**config.mk**
```make
export PLATFORM = sky130hd
export DESIGN_NAME = reaction_timer_multi_flat
export DESIGN_NICKNAME = d
export VERILOG_FILES = /design/src/rtl/reaction_timer_multi_pkg.sv /design/src/rtl/reaction_timer_multi_if.sv /design/src/rtl/reaction_timer_multi_bcd_counter.sv /design/src/rtl/reaction_timer_multi.sv /design/src/flat_wrapper.sv
export SDC_FILE = /design/constraint.sdc
export NUM_CORES = 1
export LEC_CHECK = 0
export CAP_MARGIN = 20
export CELL_PAD_IN_SITES_DETAIL_PLACEMENT = 0
export CELL_PAD_IN_SITES_GLOBAL_PLACEMENT = 1
export CORE_ASPECT_RATIO = 2
export CORE_UTILIZATION = 53
export DETAILED_ROUTE_END_ITERATION = 7
export PLACE_DENSITY = 0.84
export SLEW_MARGIN = 20
export SYNTH_ARGS = -nofsm -noshare
export SYNTH_HDL_FRONTEND = slang
export SYNTH_SLANG_ARGS = --single-unit
```
**constraint.sdc**
```tcl
create_clock -name clk -period 8.5 [get_ports clk]
set_clock_uncertainty 0.2 [all_clocks]
set_input_delay 2.125 -clock clk [delete_from_list [all_inputs] [get_ports clk]]
set_output_delay 2.125 -clock clk [all_outputs]
set_load 0.02 [all_outputs]
```
**src/rtl/reaction_timer_multi_pkg.sv**
```systemverilog
// Shared types and helpers for the multi-digit reaction timer.
package reaction_timer_multi_pkg;

    // Top-level controller states; encoding is fixed so debug probes stay meaningful.
    typedef enum logic [2:0] {
        ST_IDLE  = 3'd0,
        ST_WAIT  = 3'd1,
        ST_REACT = 3'd2,
        ST_SHOW  = 3'd3,
        ST_FOUL  = 3'd4
    } state_t;

    // Galois feedback mask for x^16 + x^14 + x^13 + x^11 + 1 (right-shifting form).
    localparam logic [15:0] LFSR_TAPS = 16'hB400;

    // One LFSR step.
    function automatic logic [15:0] lfsr_step(input logic [15:0] s);
        return {1'b0, s[15:1]} ^ (s[0] ? LFSR_TAPS : 16'h0000);
    endfunction

    // BCD value with the lowest `digits` nibbles set to 9 (at most 8 digits).
    function automatic logic [31:0] bcd_all_nines(input int unsigned digits);
        logic [31:0] v;
        v = '0;
        for (int unsigned i = 0; i < 8; i++) begin
            if (i < digits) begin
                v[i*4 +: 4] = 4'd9;
            end
        end
        return v;
    endfunction

endpackage

```
**src/rtl/reaction_timer_multi_if.sv**
```systemverilog
// Control/status bundle between the reaction timer and its user side
// (buttons, selector switch, LEDs and the seven-segment scanner).
interface reaction_timer_multi_if #(
    parameter int unsigned DIGITS = 4
);
    localparam int unsigned SELW = $clog2(DIGITS);

    logic            start_trigger;
    logic            user_trigger;
    logic            show_best;
    logic            go_led;
    logic            false_start;
    logic            result_valid;
    logic            overflow;
    logic            new_best;
    logic [3:0]      digit;
    logic [SELW-1:0] digit_sel;

    // User side: drives the buttons and selector, observes lamps and display.
    modport master (
        output start_trigger, user_trigger, show_best,
        input  go_led, false_start, result_valid, overflow, new_best,
               digit, digit_sel
    );

    // Timer side.
    modport slave (
        input  start_trigger, user_trigger, show_best,
        output go_led, false_start, result_valid, overflow, new_best,
               digit, digit_sel
    );

endinterface

```
**src/rtl/reaction_timer_multi_bcd_counter.sv**
```systemverilog
// Multi-digit BCD up-counter with synchronous clear that holds at all 9s.
module bcd_counter
    import reaction_timer_multi_pkg::*;
#(
    parameter int unsigned DIGITS = 4
) (
    input  logic                clk,
    input  logic                rst,
    input  logic                clr,
    input  logic                inc,
    output logic [4*DIGITS-1:0] value,
    output logic                full
);

    localparam int unsigned    W     = 4 * DIGITS;
    localparam logic [W-1:0]   NINES = W'(bcd_all_nines(DIGITS));

    logic [W-1:0] incremented;

    assign full = (value == NINES);

    // Ripple the +1 through the digits: a 9 rolls to 0 and passes the carry on.
    always_comb begin : ripple
        logic carry;
        incremented = value;
        carry       = 1'b1;
        for (int unsigned i = 0; i < DIGITS; i++) begin
            if (carry) begin
                if (value[i*4 +: 4] == 4'd9) begin
                    incremented[i*4 +: 4] = 4'd0;
                end else begin
                    incremented[i*4 +: 4] = value[i*4 +: 4] + 4'd1;
                    carry                 = 1'b0;
                end
            end
        end
    end

    // Count register; increments requested at all 9s are dropped.
    always_ff @(posedge clk or negedge rst) begin
        if (!rst) begin
            value <= '0;
        end else if (clr) begin
            value <= '0;
        end else if (inc && !full) begin
            value <= incremented;
        end
    end

endmodule

```
**src/rtl/reaction_timer_multi.sv**
```systemverilog
// Reaction-time benchmark: random go delay, false-start detection,
// saturating BCD millisecond result, best-time memory and a scanned
// digit output for the seven-segment display driver.
module reaction_timer_multi
    import reaction_timer_multi_pkg::*;
#(
    parameter int unsigned CLK_HZ       = 50000,
    parameter int unsigned TICKS_PER_MS = CLK_HZ / 1000,
    parameter int unsigned DIGITS       = 4,
    parameter int unsigned MIN_DELAY_MS = 1000,
    parameter int unsigned RAND_BITS    = 12,
    parameter logic [15:0] LFSR_SEED    = 16'hACE1,
    parameter int unsigned SCAN_DIV     = 1
) (
    input logic                  clk,
    input logic                  rst,
    reaction_timer_multi_if.slave bus
);

    localparam int unsigned       W         = 4 * DIGITS;
    localparam int unsigned       PW        = $clog2(TICKS_PER_MS);
    localparam int unsigned       SELW      = $clog2(DIGITS);
    localparam int unsigned       SW        = (SCAN_DIV > 1) ? $clog2(SCAN_DIV) : 1;
    localparam logic [PW-1:0]     PRE_LAST  = PW'(TICKS_PER_MS - 1);
    localparam logic [SELW-1:0]   SEL_LAST  = SELW'(DIGITS - 1);
    localparam logic [SW-1:0]     SCAN_LAST = SW'(SCAN_DIV - 1);
    localparam logic [15:0]       RAND_MASK = 16'((32'd1 << RAND_BITS) - 32'd1);
    localparam logic [W-1:0]      NINES     = W'(bcd_all_nines(DIGITS));

    state_t          state;
    logic [15:0]     lfsr;
    logic            armed;
    logic            start_q;
    logic            user_q;
    logic            start_rise;
    logic            user_rise;
    logic [PW-1:0]   pre;
    logic            pre_wrap;
    logic [31:0]     delay_ms;
    logic [31:0]     ms_cnt;
    logic            go_led;
    logic            false_start;
    logic            result_valid;
    logic            overflow;
    logic            new_best;
    logic [W-1:0]    result;
    logic [W-1:0]    best;
    logic            res_full;
    logic            enter_wait;
    logic            res_inc;
    logic [SW-1:0]   scan_cnt;
    logic            scan_adv;
    logic [SELW-1:0] sel;
    logic [SELW-1:0] sel_nxt;
    logic [W-1:0]    src;
    logic [3:0]      digit;

    // `armed` masks the first cycle after reset so a button already held
    // at reset release is captured as the old level rather than seen as a rise.
    assign start_rise = armed & bus.start_trigger & ~start_q;
    assign user_rise  = armed & bus.user_trigger  & ~user_q;
    assign pre_wrap   = (pre == PRE_LAST);

    assign enter_wait = start_rise &&
                        ((state == ST_IDLE) || (state == ST_SHOW) || (state == ST_FOUL));
    // The tick coinciding with the user press is dropped so the shown count
    // equals the value present when the press was detected.
    assign res_inc    = (state == ST_REACT) && pre_wrap && !user_rise;

    // Trigger history for rising-edge detection.
    always_ff @(posedge clk or negedge rst) begin
        if (!rst) begin
            armed   <= 1'b0;
            start_q <= 1'b0;
            user_q  <= 1'b0;
        end else begin
            armed   <= 1'b1;
            start_q <= bus.start_trigger;
            user_q  <= bus.user_trigger;
        end
    end

    // Free-running random source, stepped every clock in every state.
    always_ff @(posedge clk or negedge rst) begin
        if (!rst) begin
            lfsr <= LFSR_SEED;
        end else begin
            lfsr <= lfsr_step(lfsr);
        end
    end

    bcd_counter #(
        .DIGITS (DIGITS)
    ) u_result (
        .clk   (clk),
        .rst   (rst),
        .clr   (enter_wait),
        .inc   (res_inc),
        .value (result),
        .full  (res_full)
    );

    // Controller: state, delay timing, ms prescaler, best time and status outputs.
    always_ff @(posedge clk or negedge rst) begin
        if (!rst) begin
            state        <= ST_IDLE;
            pre          <= '0;
            delay_ms     <= '0;
            ms_cnt       <= '0;
            go_led       <= 1'b0;
            false_start  <= 1'b0;
            result_valid <= 1'b0;
            overflow     <= 1'b0;
            new_best     <= 1'b0;
            best         <= NINES;
        end else begin
            new_best <= 1'b0;
            unique case (state)
                ST_IDLE, ST_SHOW, ST_FOUL: begin
                    if (start_rise) begin
                        state        <= ST_WAIT;
                        delay_ms     <= MIN_DELAY_MS + 32'(lfsr & RAND_MASK);
                        ms_cnt       <= '0;
                        pre          <= '0;
                        overflow     <= 1'b0;
                        go_led       <= 1'b0;
                        false_start  <= 1'b0;
                        result_valid <= 1'b0;
                    end
                end
                ST_WAIT: begin
                    if (user_rise) begin
                        state       <= ST_FOUL;
                        false_start <= 1'b1;
                    end else begin
                        pre <= pre_wrap ? '0 : pre + 1'b1;
                        if (pre_wrap) begin
                            ms_cnt <= ms_cnt + 32'd1;
                            if (ms_cnt == delay_ms - 32'd1) begin
                                state  <= ST_REACT;
                                go_led <= 1'b1;
                            end
                        end
                    end
                end
                ST_REACT: begin
                    if (user_rise) begin
                        state        <= ST_SHOW;
                        go_led       <= 1'b0;
                        result_valid <= 1'b1;
                        if (!overflow && (result < best)) begin
                            best     <= result;
                            new_best <= 1'b1;
                        end
                    end else begin
                        pre <= pre_wrap ? '0 : pre + 1'b1;
                        if (pre_wrap && res_full) begin
                            overflow <= 1'b1;
                        end
                    end
                end
                default: begin
                    state <= ST_IDLE;
                end
            endcase
        end
    end

    assign scan_adv = (scan_cnt == SCAN_LAST);
    assign src      = bus.show_best ? best : result;

    // Next display index, wrapping at DIGITS-1 even when DIGITS is not a power of two.
    always_comb begin
        sel_nxt = sel;
        if (scan_adv) begin
            sel_nxt = (sel == SEL_LAST) ? '0 : sel + 1'b1;
        end
    end

    // Display scan: the nibble is fetched with the index it is presented with.
    always_ff @(posedge clk or negedge rst) begin
        if (!rst) begin
            scan_cnt <= '0;
            sel      <= '0;
            digit    <= '0;
        end else begin
            scan_cnt <= scan_adv ? '0 : scan_cnt + 1'b1;
            sel      <= sel_nxt;
            digit    <= 4'(src >> {sel_nxt, 2'b00});
        end
    end

    assign bus.go_led       = go_led;
    assign bus.false_start  = false_start;
    assign bus.result_valid = result_valid;
    assign bus.overflow     = overflow;
    assign bus.new_best     = new_best;
    assign bus.digit        = digit;
    assign bus.digit_sel    = sel;

endmodule

```
**src/flat_wrapper.sv**
```systemverilog
// flat-port wrapper written by rule: the top's interface ports become plain ports
module reaction_timer_multi_flat import reaction_timer_multi_pkg::*;
#(
    parameter int unsigned CLK_HZ       = 50000,
    parameter int unsigned TICKS_PER_MS = CLK_HZ / 1000,
    parameter int unsigned DIGITS       = 4,
    parameter int unsigned MIN_DELAY_MS = 1000,
    parameter int unsigned RAND_BITS    = 12,
    parameter logic [15:0] LFSR_SEED    = 16'hACE1,
    parameter int unsigned SCAN_DIV     = 1
)
  (clk, rst, bus_start_trigger, bus_user_trigger, bus_show_best, bus_go_led, bus_false_start, bus_result_valid, bus_overflow, bus_new_best, bus_digit, bus_digit_sel);
  reaction_timer_multi_if #(.DIGITS(DIGITS)) bus_i ();
  input logic clk;
  input logic rst;
  input wire logic [$bits(bus_i.start_trigger)-1:0] bus_start_trigger;
  input wire logic [$bits(bus_i.user_trigger)-1:0] bus_user_trigger;
  input wire logic [$bits(bus_i.show_best)-1:0] bus_show_best;
  output wire logic [$bits(bus_i.go_led)-1:0] bus_go_led;
  output wire logic [$bits(bus_i.false_start)-1:0] bus_false_start;
  output wire logic [$bits(bus_i.result_valid)-1:0] bus_result_valid;
  output wire logic [$bits(bus_i.overflow)-1:0] bus_overflow;
  output wire logic [$bits(bus_i.new_best)-1:0] bus_new_best;
  output wire logic [$bits(bus_i.digit)-1:0] bus_digit;
  output wire logic [$bits(bus_i.digit_sel)-1:0] bus_digit_sel;
  assign bus_i.start_trigger = bus_start_trigger;
  assign bus_i.user_trigger = bus_user_trigger;
  assign bus_i.show_best = bus_show_best;
  assign bus_go_led = bus_i.go_led;
  assign bus_false_start = bus_i.false_start;
  assign bus_result_valid = bus_i.result_valid;
  assign bus_overflow = bus_i.overflow;
  assign bus_new_best = bus_i.new_best;
  assign bus_digit = bus_i.digit;
  assign bus_digit_sel = bus_i.digit_sel;
  reaction_timer_multi #(.CLK_HZ(CLK_HZ), .TICKS_PER_MS(TICKS_PER_MS), .DIGITS(DIGITS), .MIN_DELAY_MS(MIN_DELAY_MS), .RAND_BITS(RAND_BITS), .LFSR_SEED(LFSR_SEED), .SCAN_DIV(SCAN_DIV)) u_core (.clk(clk), .rst(rst), .bus(bus_i));
endmodule
```
# After elaboration in Yosys (flattened, before gate mapping)
# Index checks and enable logic that the tools add are counted.
[op_classes] div=0 addsub=10 n_eq_ne=23 reduce_logical=34 muxes=48 magnitude_cmp=1 mul=0 n_shift=1 bitwise=7
[op_table] cell="32-bit two-way mux" n=3
[op_table] cell="16-bit two-way mux" n=4
[op_table] cell="32-bit one-hot mux with 2 select lines" n=1
[op_table] cell="32-bit by 1-bit adder with 32-bit output, second input constant" n=1
[op_table] cell="32-bit equality test" n=1
[op_table] cell="32-bit by 1-bit subtractor with 32-bit output, second input constant" n=1
[op_table] cell="4-bit two-way mux" n=7
[op_table] cell="6-bit two-way mux" n=3
[op_table] cell="1-bit two-way mux" n=17
[op_table] cell="4-bit by 1-bit adder with 4-bit output, second input constant" n=4
[op_table] cell="16-bit equality test, second input constant" n=1
[op_table] cell="4-bit equality test, second input constant" n=4
[op_table] cell="16-bit < comparator" n=1
[op_table] cell="16-bit by 4-bit >> shifter with 4-bit output" n=1
[op_table] cell="15-bit by 16-bit bitwise XOR with 16-bit output" n=1
[op_table] cell="3-bit two-way mux" n=5
[op_table] cell="2-bit nonzero test" n=7
[op_table] cell="10-bit by 12-bit adder with 13-bit output, first input constant" n=1
[op_table] cell="6-bit one-hot mux with 2 select lines" n=1
[op_table] cell="3-bit AND reduction" n=4
[op_table] cell="4-bit AND reduction" n=3
[op_table] cell="2-bit by 1-bit inequality test with 1-bit output, second input constant" n=5
[op_table] cell="3-bit one-hot mux with 3 select lines" n=1
[op_table] cell="2-bit inequality test, second input constant" n=4
[op_table] cell="23 further kinds" n=43
[word_totals] ff_bits=136 n_memories=0 output_inout_bits=11 latchBits=0 mem_bits_rw=0 rom_bits=0

# Logic depth before layout (Yosys ltp)
# Gate-level depths: netlist of the first run.
[depth] depth_word=7 depth_mapped=11

# Modules after synthesis
# Synthesis of the first run repeated with hierarchy kept, for this count alone.
[unflattened] cells_unflattened=666 hier_area_um2=6642.6
[by_module_without_submodules] module="reaction_timer_multi" cells_each=553 n_inst=1 area_each_um2=5540.3 seq_area_each_um2=2522.4
[by_module_without_submodules] module="bcd_counter" cells_each=113 n_inst=1 area_each_um2=1102.3 seq_area_each_um2=400.4

# Least setup slack after synthesis of the first run
# Ideal clock, no wire load.
[synth_path] kind="input-to-reg" from="in bus_user_trigger" to="reg u_core.ms_cnt[29]" stages=8 arrival_time_ns=4.187 setup_ns=0.078 path_buffers=2 path_slack_ns=4.035 required_ns=8.222 path_cell_list="and3b_1 > clkbuf_1 > o31a_1 > o21a_1 > buf_2 > or4_1 > or4_1 > a21oi_1"
[synth_via] elab_chain_cells=4
[synth_rtl] element="start: declaration" line_no="flat_wrapper.sv:17" rtl="input wire logic [$bits(bus_i.user_trigger)-1:0] bus_user_trigger;"
[synth_rtl] element="1-bit bitwise AND (2 in series)" line_no="reaction_timer_multi.sv:61" rtl="assign user_rise = armed & bus.user_trigger & ~user_q;"
[synth_rtl] element="2-bit inequality test (no line)"
[synth_rtl] element="4-bit AND reduction (no line)"
[synth_rtl] element="end signal: assignment" line_no="reaction_timer_multi.sv:138" rtl="ms_cnt <= ms_cnt + 32'd1;"
[synth_rtl] element="end: declaration" line_no="reaction_timer_multi.sv:40" rtl="logic [31:0] ms_cnt;"
# Every way passes these cells.
# A chain may end at the register's enable or synchronous reset.

# Worst setup path after layout of the first run
# Ends and elaborated chain as after synthesis.

==> results of run 1 <==
==> state kept, by name, summed over array words and instances (netlist names), 2 cells and up <==
name                   flops
u_core.delay_ms           13
u_core.lfsr               16
u_core.pre                 6
u_core.ms_cnt             32
u_core.state               3
u_core.best               16
u_core.u_result.value     16
u_core.bus.digit           4
u_core.bus.digit_sel       2
==> Yosys cell counts, types with 5 or more instances <==
cell type | instances | area share
and3b_1 | 7 | 0.0090
o211ai_1 | 16 | 0.018
dfrtp_1 | 100 | 0.37
a21oi_1 | 28 | 0.021
a21o_1 | 8 | 0.0088
nand4_1 | 28 | 0.026
nand2_1 | 55 | 0.030
xor2_1 | 19 | 0.024
or3_1 | 15 | 0.014
inv_1 | 28 | 0.015
nor4_1 | 20 | 0.018
dfstp_2 | 16 | 0.062
a31oi_1 | 18 | 0.017
or2_2 | 6 | 0.0055
nand3b_1 | 7 | 0.0077
o21a_1 | 5 | 0.0055
o21ai_1 | 6 | 0.0044
nand3_1 | 43 | 0.032
clkbuf_1 | 27 | 0.015
nor2_1 | 62 | 0.034
or4_1 | 6 | 0.0066
o21ai_0 | 48 | 0.035
nor3_1 | 14 | 0.010
nand2b_1 | 8 | 0.0073
and3_1 | 11 | 0.010
mux4_2 | 8 | 0.026
ha_1 | 30 | 0.055
o31ai_1 | 9 | 0.0099
xnor2_1 | 22 | 0.028
==> where the power goes <==
part           leakage (uW)  internal (uW)  switching (uW)
logic               0.00154            258             408
clock network      0.000269            423             258
registers           0.00149            665             122
total               0.00330           1350             788
==> layer usage <==
layer / vias up / track usage / share of wire
li1: 2710 / - / -
met1: 2847 / 0.285 / 0.35
met2: 176 / 0.546 / 0.55
met3: 68 / 0.0571 / 0.035
met4: 0 / 0.192 / 0.059
met5: - / 0 / 0
==> cell usage in the layout, fill, tap and decap left out, types with 4 or more instances in the layout <==
cell               n
mux2_2             4
and3_1            11
and3b_1            7
and4_1             4
o21ai_0           47
clkdlybuf4s50_1   14
mux4_2             8
xor2_1            19
o21a_1             5
nand3_1           43
o31ai_1            9
clkbuf_16         17
nand2b_1           8
or3_1             15
nor3b_1            4
a31oi_1           18
o211ai_1          16
dfrtp_1          100
or4_1              6
nand4_1           28
nand3b_1           7
a21oi_1           27
nor3_1            14
ha_1              30
nor4_1            20
o21ai_1            7
nand2_1           55
or2_2              6
dfstp_2           16
buf_4              7
a21o_1             8
nor2_1            61
nor2b_1            4
xnor2_1           22
clkinv_2           4
inv_1             28
==> final cells by class <==
cell class              instances  area share
multi-input cells             555       0.481
flip-flops and latches        116       0.382
clock buffers                  23      0.0625
repair buffers                 21      0.0252
well taps                     150      0.0245
inverters                      28      0.0137
clock inverters                 9      0.0106
==> metrics by stage <==
step	instances	instance area, um2	total power, uW	utilization
6_report	902	7640	2130	0.609
5_1_grt	902	7640	2260	0.609
4_1_cts	902	7640	2130	0.609
3_5_place_dp	870	7090	1440	0.564
3_3_place_gp	870	7080	1420	0.564
2_1_floorplan	732	6820	1230	-
==> kinds of logic after synthesis <==
| group | share of synthesized area |
|---|---|
| AOI/OAI and AO/OA | 0.148 |
| muxes | 0.0374 |
| xor gates and xnor gates | 0.0527 |
| and+or+nand+nor | 0.243 |
| DFF | 0.429 |
| adders and majority gates | 0.0550 |
| other | 0.000550 |
| buffers and inverters | 0.0350 |
==> how the worst max path moves through the flow <==
stage | start | end | slack, ns
finish | bus_user_trigger | u_core.ms_cnt[29] | 3.72
floorplan | bus_user_trigger | u_core.ms_cnt[29] | 4.04
global route | bus_user_trigger | u_core.ms_cnt[29] | 3.62
detailed placement | bus_user_trigger | u_core.ms_cnt[29] | 3.32
global placement | bus_user_trigger | u_core.ms_cnt[29] | 3.38
CTS | bus_user_trigger | u_core.ms_cnt[29] | 3.74
==> run_summary.xml, run 1 <==
<?xml version="1.0" encoding="UTF-8"?>
<metrics>
  <group name="outcome">
    <metric name="status" unit="">finished, final reports clean</metric>
  </group>
  <group name="grt">
    <metric name="antenna_found_initial" unit="">0</metric>
    <metric name="pin_count_of_the_biggest_net_entering_global_routing" unit="">74</metric>
    <metric name="grt_overflow_total" unit="">0</metric>
    <metric name="grt_pass1_wl" unit="um">29300</metric>
    <metric name="grt_util_all_layers" unit="">0.297</metric>
    <metric name="number_of_global_route_vias_before_repair" unit="">5962</metric>
  </group>
  <group name="setup_path">
    <metric name="cp.buffers_inverters" unit="">1</metric>
    <metric name="critical_path.cell_chain" unit="">clkdlybuf4s50_1, and3b_1, o31a_1, o21a_1, or4_1, or4_1, a21oi_1</metric>
    <metric name="worst_r2r_path_depth" unit="">11</metric>
    <metric name="reg2reg_setup_slack" unit="ns">5.20</metric>
    <metric name="regToRegStartpoint" unit="">u_core.delay_ms[0]</metric>
    <metric name="critical-path-top-cell-by-count" unit="">or4_1</metric>
    <metric name="worst_setup_path_end_kind" unit="">flop</metric>
    <metric name="critical_path_cell_count" unit="">7</metric>
    <metric name="crit_family" unit="">simple AND/OR/NAND/NOR gates</metric>
    <metric name="crit_path_top_delay_cell" unit="">or4_1</metric>
    <metric name="crit_path_max_fanout" unit="">18</metric>
    <metric name="worst_ep_required_time" unit="ns">8.64</metric>
    <metric name="critical_path.reg2reg.endpoint" unit="">u_core.bus.go_led</metric>
    <metric name="timing.critical_path.slowest_cell_delay" unit="ns">0.65</metric>
    <metric name="critical_path_class" unit="">in -&gt; reg</metric>
    <metric name="crit_arrival" unit="ns">4.91</metric>
    <metric name="start_kind" unit="">input pin</metric>
  </group>
  <group name="worst_hold_path">
    <metric name="timing.hold.worst.class" unit="">reg -&gt; reg</metric>
    <metric name="min_from" unit="">u_core.lfsr[12]</metric>
    <metric name="hold_depth" unit="">0</metric>
    <metric name="min_to" unit="">u_core.lfsr[11]</metric>
  </group>
  <group name="drt">
    <metric name="via_count" unit="">5801</metric>
    <metric name="drc" unit="">0</metric>
    <metric name="drt_pre_antenna_iters" unit="">5</metric>
    <metric name="detail-route-antenna-nets" unit="">0</metric>
    <metric name="finalWirelength" unit="um">18200</metric>
    <metric name="drt_iter0_drc" unit="">254</metric>
    <metric name="wl_per_cell" unit="um">20.2</metric>
    <metric name="post_detailed_route_via_to_cell_ratio" unit="">6.43</metric>
  </group>
  <group name="power">
    <metric name="ir_worst_vdd" unit="mV">0.231</metric>
    <metric name="pwr_dens" unit="mW/mm2">279</metric>
    <metric name="cellLeakagePower" unit="uW">0.00330</metric>
  </group>
  <group name="sta">
    <metric name="maxSlewHeadroom" unit="">0.366</metric>
    <metric name="layout_min_cycle_time" unit="ns">4.78</metric>
    <metric name="setup_violations" unit="">0</metric>
    <metric name="setup_total_negative_slack" unit="ns">0</metric>
    <metric name="highest_clock_frequency_the_design_can_meet" unit="MHz">209</metric>
    <metric name="hold_slack" unit="ns">0.157</metric>
    <metric name="final_min_period_over_clock_period" unit="">0.562</metric>
    <metric name="timing.final.hold_violations" unit="">0</metric>
    <metric name="timing.final.ws_setup" unit="ns">3.72</metric>
    <metric name="grt_setup_unrepaired" unit="">false</metric>
    <metric name="timing_worst_slew_pin_value" unit="ns">0.947</metric>
    <metric name="finalMaxSlewViolations" unit="">0</metric>
  </group>
  <group name="floorplanning">
    <metric name="floorplan.rows" unit="">58</metric>
    <metric name="io_pins" unit="">16</metric>
    <metric name="die_h" unit="um">162</metric>
    <metric name="die_outline_area" unit="mm2">0.0134</metric>
    <metric name="die_w" unit="um">82.2</metric>
    <metric name="core_region_area" unit="mm2">0.0126</metric>
    <metric name="initial_core_util" unit="">0.543</metric>
  </group>
  <group name="synth">
    <metric name="number_of_warning_messages_in_the_yosys_log" unit="">0</metric>
    <metric name="synth_area_per_cell" unit="um2">9.32</metric>
    <metric name="seq_area_frac_synth" unit="">0.429</metric>
    <metric name="syn-instance-count" unit="">732</metric>
    <metric name="synth.lib_cells_used.distinct" unit="">62</metric>
    <metric name="post_synth_instance_area" unit="mm2">0.00682</metric>
    <metric name="post_synth_edffs" unit="">0</metric>
    <metric name="ys.flop_type" unit="">dfrtp_1</metric>
    <metric name="synth-seq-cells" unit="">116</metric>
    <metric name="syn-num-nets" unit="">767</metric>
    <metric name="asyncSetResetFlopFracSynth" unit="">1.00</metric>
  </group>
  <group name="placed_design">
    <metric name="port_buffers" unit="">15</metric>
    <metric name="gp_congestion" unit="">0.904</metric>
    <metric name="place.detailed.hpwl" unit="um">13100</metric>
    <metric name="dp_slack" unit="ns">3.32</metric>
  </group>
  <group name="clocking">
    <metric name="cts_tree" unit="">built</metric>
    <metric name="clk_path_buf_depth" unit="">2</metric>
    <metric name="clock_tree.root_cell" unit="">clkbuf_16</metric>
    <metric name="clkLatencyLatePin" unit="ns">0.42</metric>
    <metric name="cts.hold.buffers_added" unit="">0</metric>
    <metric name="ctsHtreeMaxLevel" unit="">4</metric>
    <metric name="ctsResizeCount" unit="">0</metric>
    <metric name="clk_pin_slew_worst_paths" unit="ns">0.06</metric>
    <metric name="clock_tree_sinks" unit="">116</metric>
    <metric name="cts_buffers" unit="">17</metric>
    <metric name="cts_setup_buffers" unit="">0</metric>
  </group>
  <group name="finish">
    <metric name="register_area" unit="mm2">0.00292</metric>
    <metric name="multiInputGateArea" unit="mm2">0.00368</metric>
    <metric name="fin_nets" unit="">774</metric>
    <metric name="antenna_cells_inserted" unit="">0</metric>
    <metric name="share_of_post_route_cells_with_drive_strength_above_1" unit="">0.109</metric>
    <metric name="flow.area_growth_from_synthesis" unit="%">12.1</metric>
    <metric name="nFillCells" unit="">1109</metric>
  </group>
  <group name="flow_run">
    <metric name="max-cap-violations" unit="">0</metric>
  </group>
</metrics>
(Power assumes the default switching activity.)
==> run 2, diff against run 1 <==
--- a/config.mk
+++ b/config.mk
@@ -9,9 +9,9 @@
 export CELL_PAD_IN_SITES_DETAIL_PLACEMENT = 0
 export CELL_PAD_IN_SITES_GLOBAL_PLACEMENT = 1
 export CORE_ASPECT_RATIO = 2
-export CORE_UTILIZATION = 53
+export CORE_UTILIZATION = 49
 export DETAILED_ROUTE_END_ITERATION = 7
-export PLACE_DENSITY = 0.84
+export PLACE_DENSITY = 0.78
 export SLEW_MARGIN = 20
 export SYNTH_ARGS = -nofsm -noshare
 export SYNTH_HDL_FRONTEND = slang
==> constraint.sdc (replaced) <==
create_clock -name clk -period 4.86 [get_ports clk]
set_clock_uncertainty 0.2 [all_clocks]
set_input_delay 1.215 -clock clk [delete_from_list [all_inputs] [get_ports clk]]
set_output_delay 1.215 -clock clk [all_outputs]
set_load 0.02 [all_outputs]
==> run 2 against run 1 <==
  * Register-to-register slack lost 3.6 ns
  * Sequential share of layout area shrank 0.51 points
  * Combinational power grew 77%
  * Clock power grew 98%
==> run_summary.xml, run 2 (same netlist as run 1, synthesis figures left out) <==
<?xml version="1.0" encoding="UTF-8"?>
<metrics>
  <group name="power">
    <metric name="power" unit="uW">3900</metric>
    <metric name="ir_worst_vdd" unit="mV">0.284</metric>
    <metric name="pwr_dens" unit="mW/mm2">503</metric>
    <metric name="cellLeakagePower" unit="uW">0.00335</metric>
  </group>
  <group name="finish">
    <metric name="largest_reg_flops" unit="">32</metric>
    <metric name="largest-register" unit="">u_core.ms_cnt</metric>
    <metric name="final_cell_mix" unit="">100 x dfrtp_1, 61 x nor2_1, 55 x nand2_1, 47 x o21ai_0, 43 x nand3_1</metric>
    <metric name="fin_nets" unit="">777</metric>
    <metric name="share_of_post_route_cells_with_drive_strength_above_1" unit="">0.115</metric>
    <metric name="antenna_cells_inserted" unit="">0</metric>
    <metric name="flow.area_growth_from_synthesis" unit="%">13.6</metric>
    <metric name="mostFrequentLayoutCell" unit="">dfrtp_1</metric>
  </group>
  <group name="floorplanning">
    <metric name="die_outline_area" unit="mm2">0.0144</metric>
    <metric name="io_pins" unit="">16</metric>
    <metric name="initial_core_util" unit="">0.505</metric>
    <metric name="die_w" unit="um">85.4</metric>
    <metric name="die_h" unit="um">169</metric>
    <metric name="floorplan.rows" unit="">60</metric>
    <metric name="core_region_area" unit="mm2">0.0135</metric>
  </group>
  <group name="grt">
    <metric name="antenna_found_initial" unit="">0</metric>
    <metric name="number_of_global_route_vias_before_repair" unit="">5837</metric>
    <metric name="pin_count_of_the_biggest_net_entering_global_routing" unit="">68</metric>
    <metric name="grt_overflow_total" unit="">0</metric>
    <metric name="grt_pass1_wl" unit="um">29700</metric>
    <metric name="grt_util_all_layers" unit="">0.271</metric>
  </group>
  <group name="setup_path">
    <metric name="worst_setup_path_end_kind" unit="">flop</metric>
    <metric name="crit_path_max_fanout" unit="">18</metric>
    <metric name="critical_path_class" unit="">in -&gt; reg</metric>
    <metric name="crit_arrival" unit="ns">4.00</metric>
    <metric name="start_kind" unit="">input pin</metric>
    <metric name="worst_ep_required_time" unit="ns">4.98</metric>
  </group>
  <group name="clocking">
    <metric name="cts_tree" unit="">built</metric>
    <metric name="clk_path_buf_depth" unit="">2</metric>
    <metric name="clkLatencyLatePin" unit="ns">0.41</metric>
    <metric name="cts_setup_buffers" unit="">0</metric>
    <metric name="cts_buffers" unit="">17</metric>
    <metric name="clock_tree_sinks" unit="">116</metric>
    <metric name="ctsResizeCount" unit="">0</metric>
    <metric name="clock_tree.root_cell" unit="">clkbuf_16</metric>
    <metric name="cts.hold.buffers_added" unit="">0</metric>
    <metric name="ctsHtreeMaxLevel" unit="">4</metric>
    <metric name="clk_pin_slew_worst_paths" unit="ns">0.06</metric>
  </group>
  <group name="sta">
    <metric name="final_min_period_over_clock_period" unit="">0.797</metric>
    <metric name="setup_total_negative_slack" unit="ns">0</metric>
    <metric name="hold_slack" unit="ns">0.174</metric>
    <metric name="layout_min_cycle_time" unit="ns">3.88</metric>
    <metric name="grt_setup_unrepaired" unit="">false</metric>
    <metric name="setup_violations" unit="">0</metric>
    <metric name="timing_worst_slew_pin_value" unit="ns">0.911</metric>
    <metric name="timing.final.hold_violations" unit="">0</metric>
    <metric name="highest_clock_frequency_the_design_can_meet" unit="MHz">258</metric>
    <metric name="maxSlewHeadroom" unit="">0.392</metric>
    <metric name="finalMaxSlewViolations" unit="">0</metric>
  </group>
  <group name="drt">
    <metric name="drc" unit="">0</metric>
    <metric name="via_count" unit="">5721</metric>
    <metric name="detail-route-antenna-nets" unit="">0</metric>
    <metric name="wl_per_cell" unit="um">20.3</metric>
    <metric name="post_detailed_route_via_to_cell_ratio" unit="">6.29</metric>
    <metric name="finalWirelength" unit="um">18500</metric>
    <metric name="drt_pre_antenna_iters" unit="">5</metric>
    <metric name="drt_iter0_drc" unit="">313</metric>
  </group>
  <group name="placed_design">
    <metric name="place.detailed.hpwl" unit="um">13700</metric>
    <metric name="gp_congestion" unit="">0.923</metric>
    <metric name="port_buffers" unit="">15</metric>
  </group>
  <group name="flow_run">
    <metric name="max-cap-violations" unit="">0</metric>
  </group>
  <group name="worst_hold_path">
    <metric name="timing.hold.worst.class" unit="">reg -&gt; reg</metric>
  </group>
  <group name="outcome">
    <metric name="status" unit="">finished, final reports clean</metric>
  </group>
</metrics>
==> run 2: metrics by stage <==
stage	cell area (um2)	worst slack, ns	instances	util
3_5_place_dp	7110	0.564	878	0.526
3_3_place_gp	7110	0.644	878	0.526
4_1_cts	7750	0.990	910	0.573
5_1_grt	7750	0.873	910	0.573
2_1_floorplan	6820	1.31	732	-
6_report	7750	0.984	910	0.573
==> run 2: final timing paths <==
path | from | endpoint | slack (ns) | cells after the start
setup / recovery | bus_user_trigger | u_core.ms_cnt[29] | 0.98 | 7
hold / removal | u_core.lfsr[12] | u_core.lfsr[11] | 0.17 | 0
setup reg to reg | u_core.delay_ms[0] | u_core.bus.go_led | 1.58 | 11
hold reg to reg | u_core.lfsr[12] | u_core.lfsr[11] | 0.17 | 0
max in group asynchronous | rst | u_core.lfsr[10] | 2.75 | 2
min in group asynchronous | rst | u_core.u_result.value[15] | 0.73 | 1
==> run 2: critical path, stage by stage <==
cell,delay [ns]
clkdlybuf4s50_1,0.43
and3b_1,0.27
o31a_1,0.36
o21a_1,0.42
or4_1,0.65
or4_1,0.49
a21oi_1,0.17
==> run 2: area by class of cell <==
cell class | count | area, um2
clock inverters | 12 | 178
well taps | 155 | 194
clock buffers | 20 | 457
inverters | 28 | 105
multi-input cells | 555 | 3680
fillers | 1187 | 5760
repair buffers | 24 | 215
flip-flops and latches | 116 | 2920
==> run 2: power by group <==
part	switching [uW]	internal (uW)	leakage [uW]	total, uW
Clock	462	886	0.000310	1350
Sequential	208	1160	0.00149	1370
Combinational	717	459	0.00155	1180
Total	1390	2510	0.00335	3900
==> run 2: per-layer routing <==
metal / share of wire / global-route usage / vias up
met2: 0.56 / 0.513 / 164
met1: 0.35 / 0.262 / 2754
li1: - / - / 2734
met5: 0 / 0 / -
met4: 0.059 / 0.180 / 0
met3: 0.026 / 0.0434 / 69
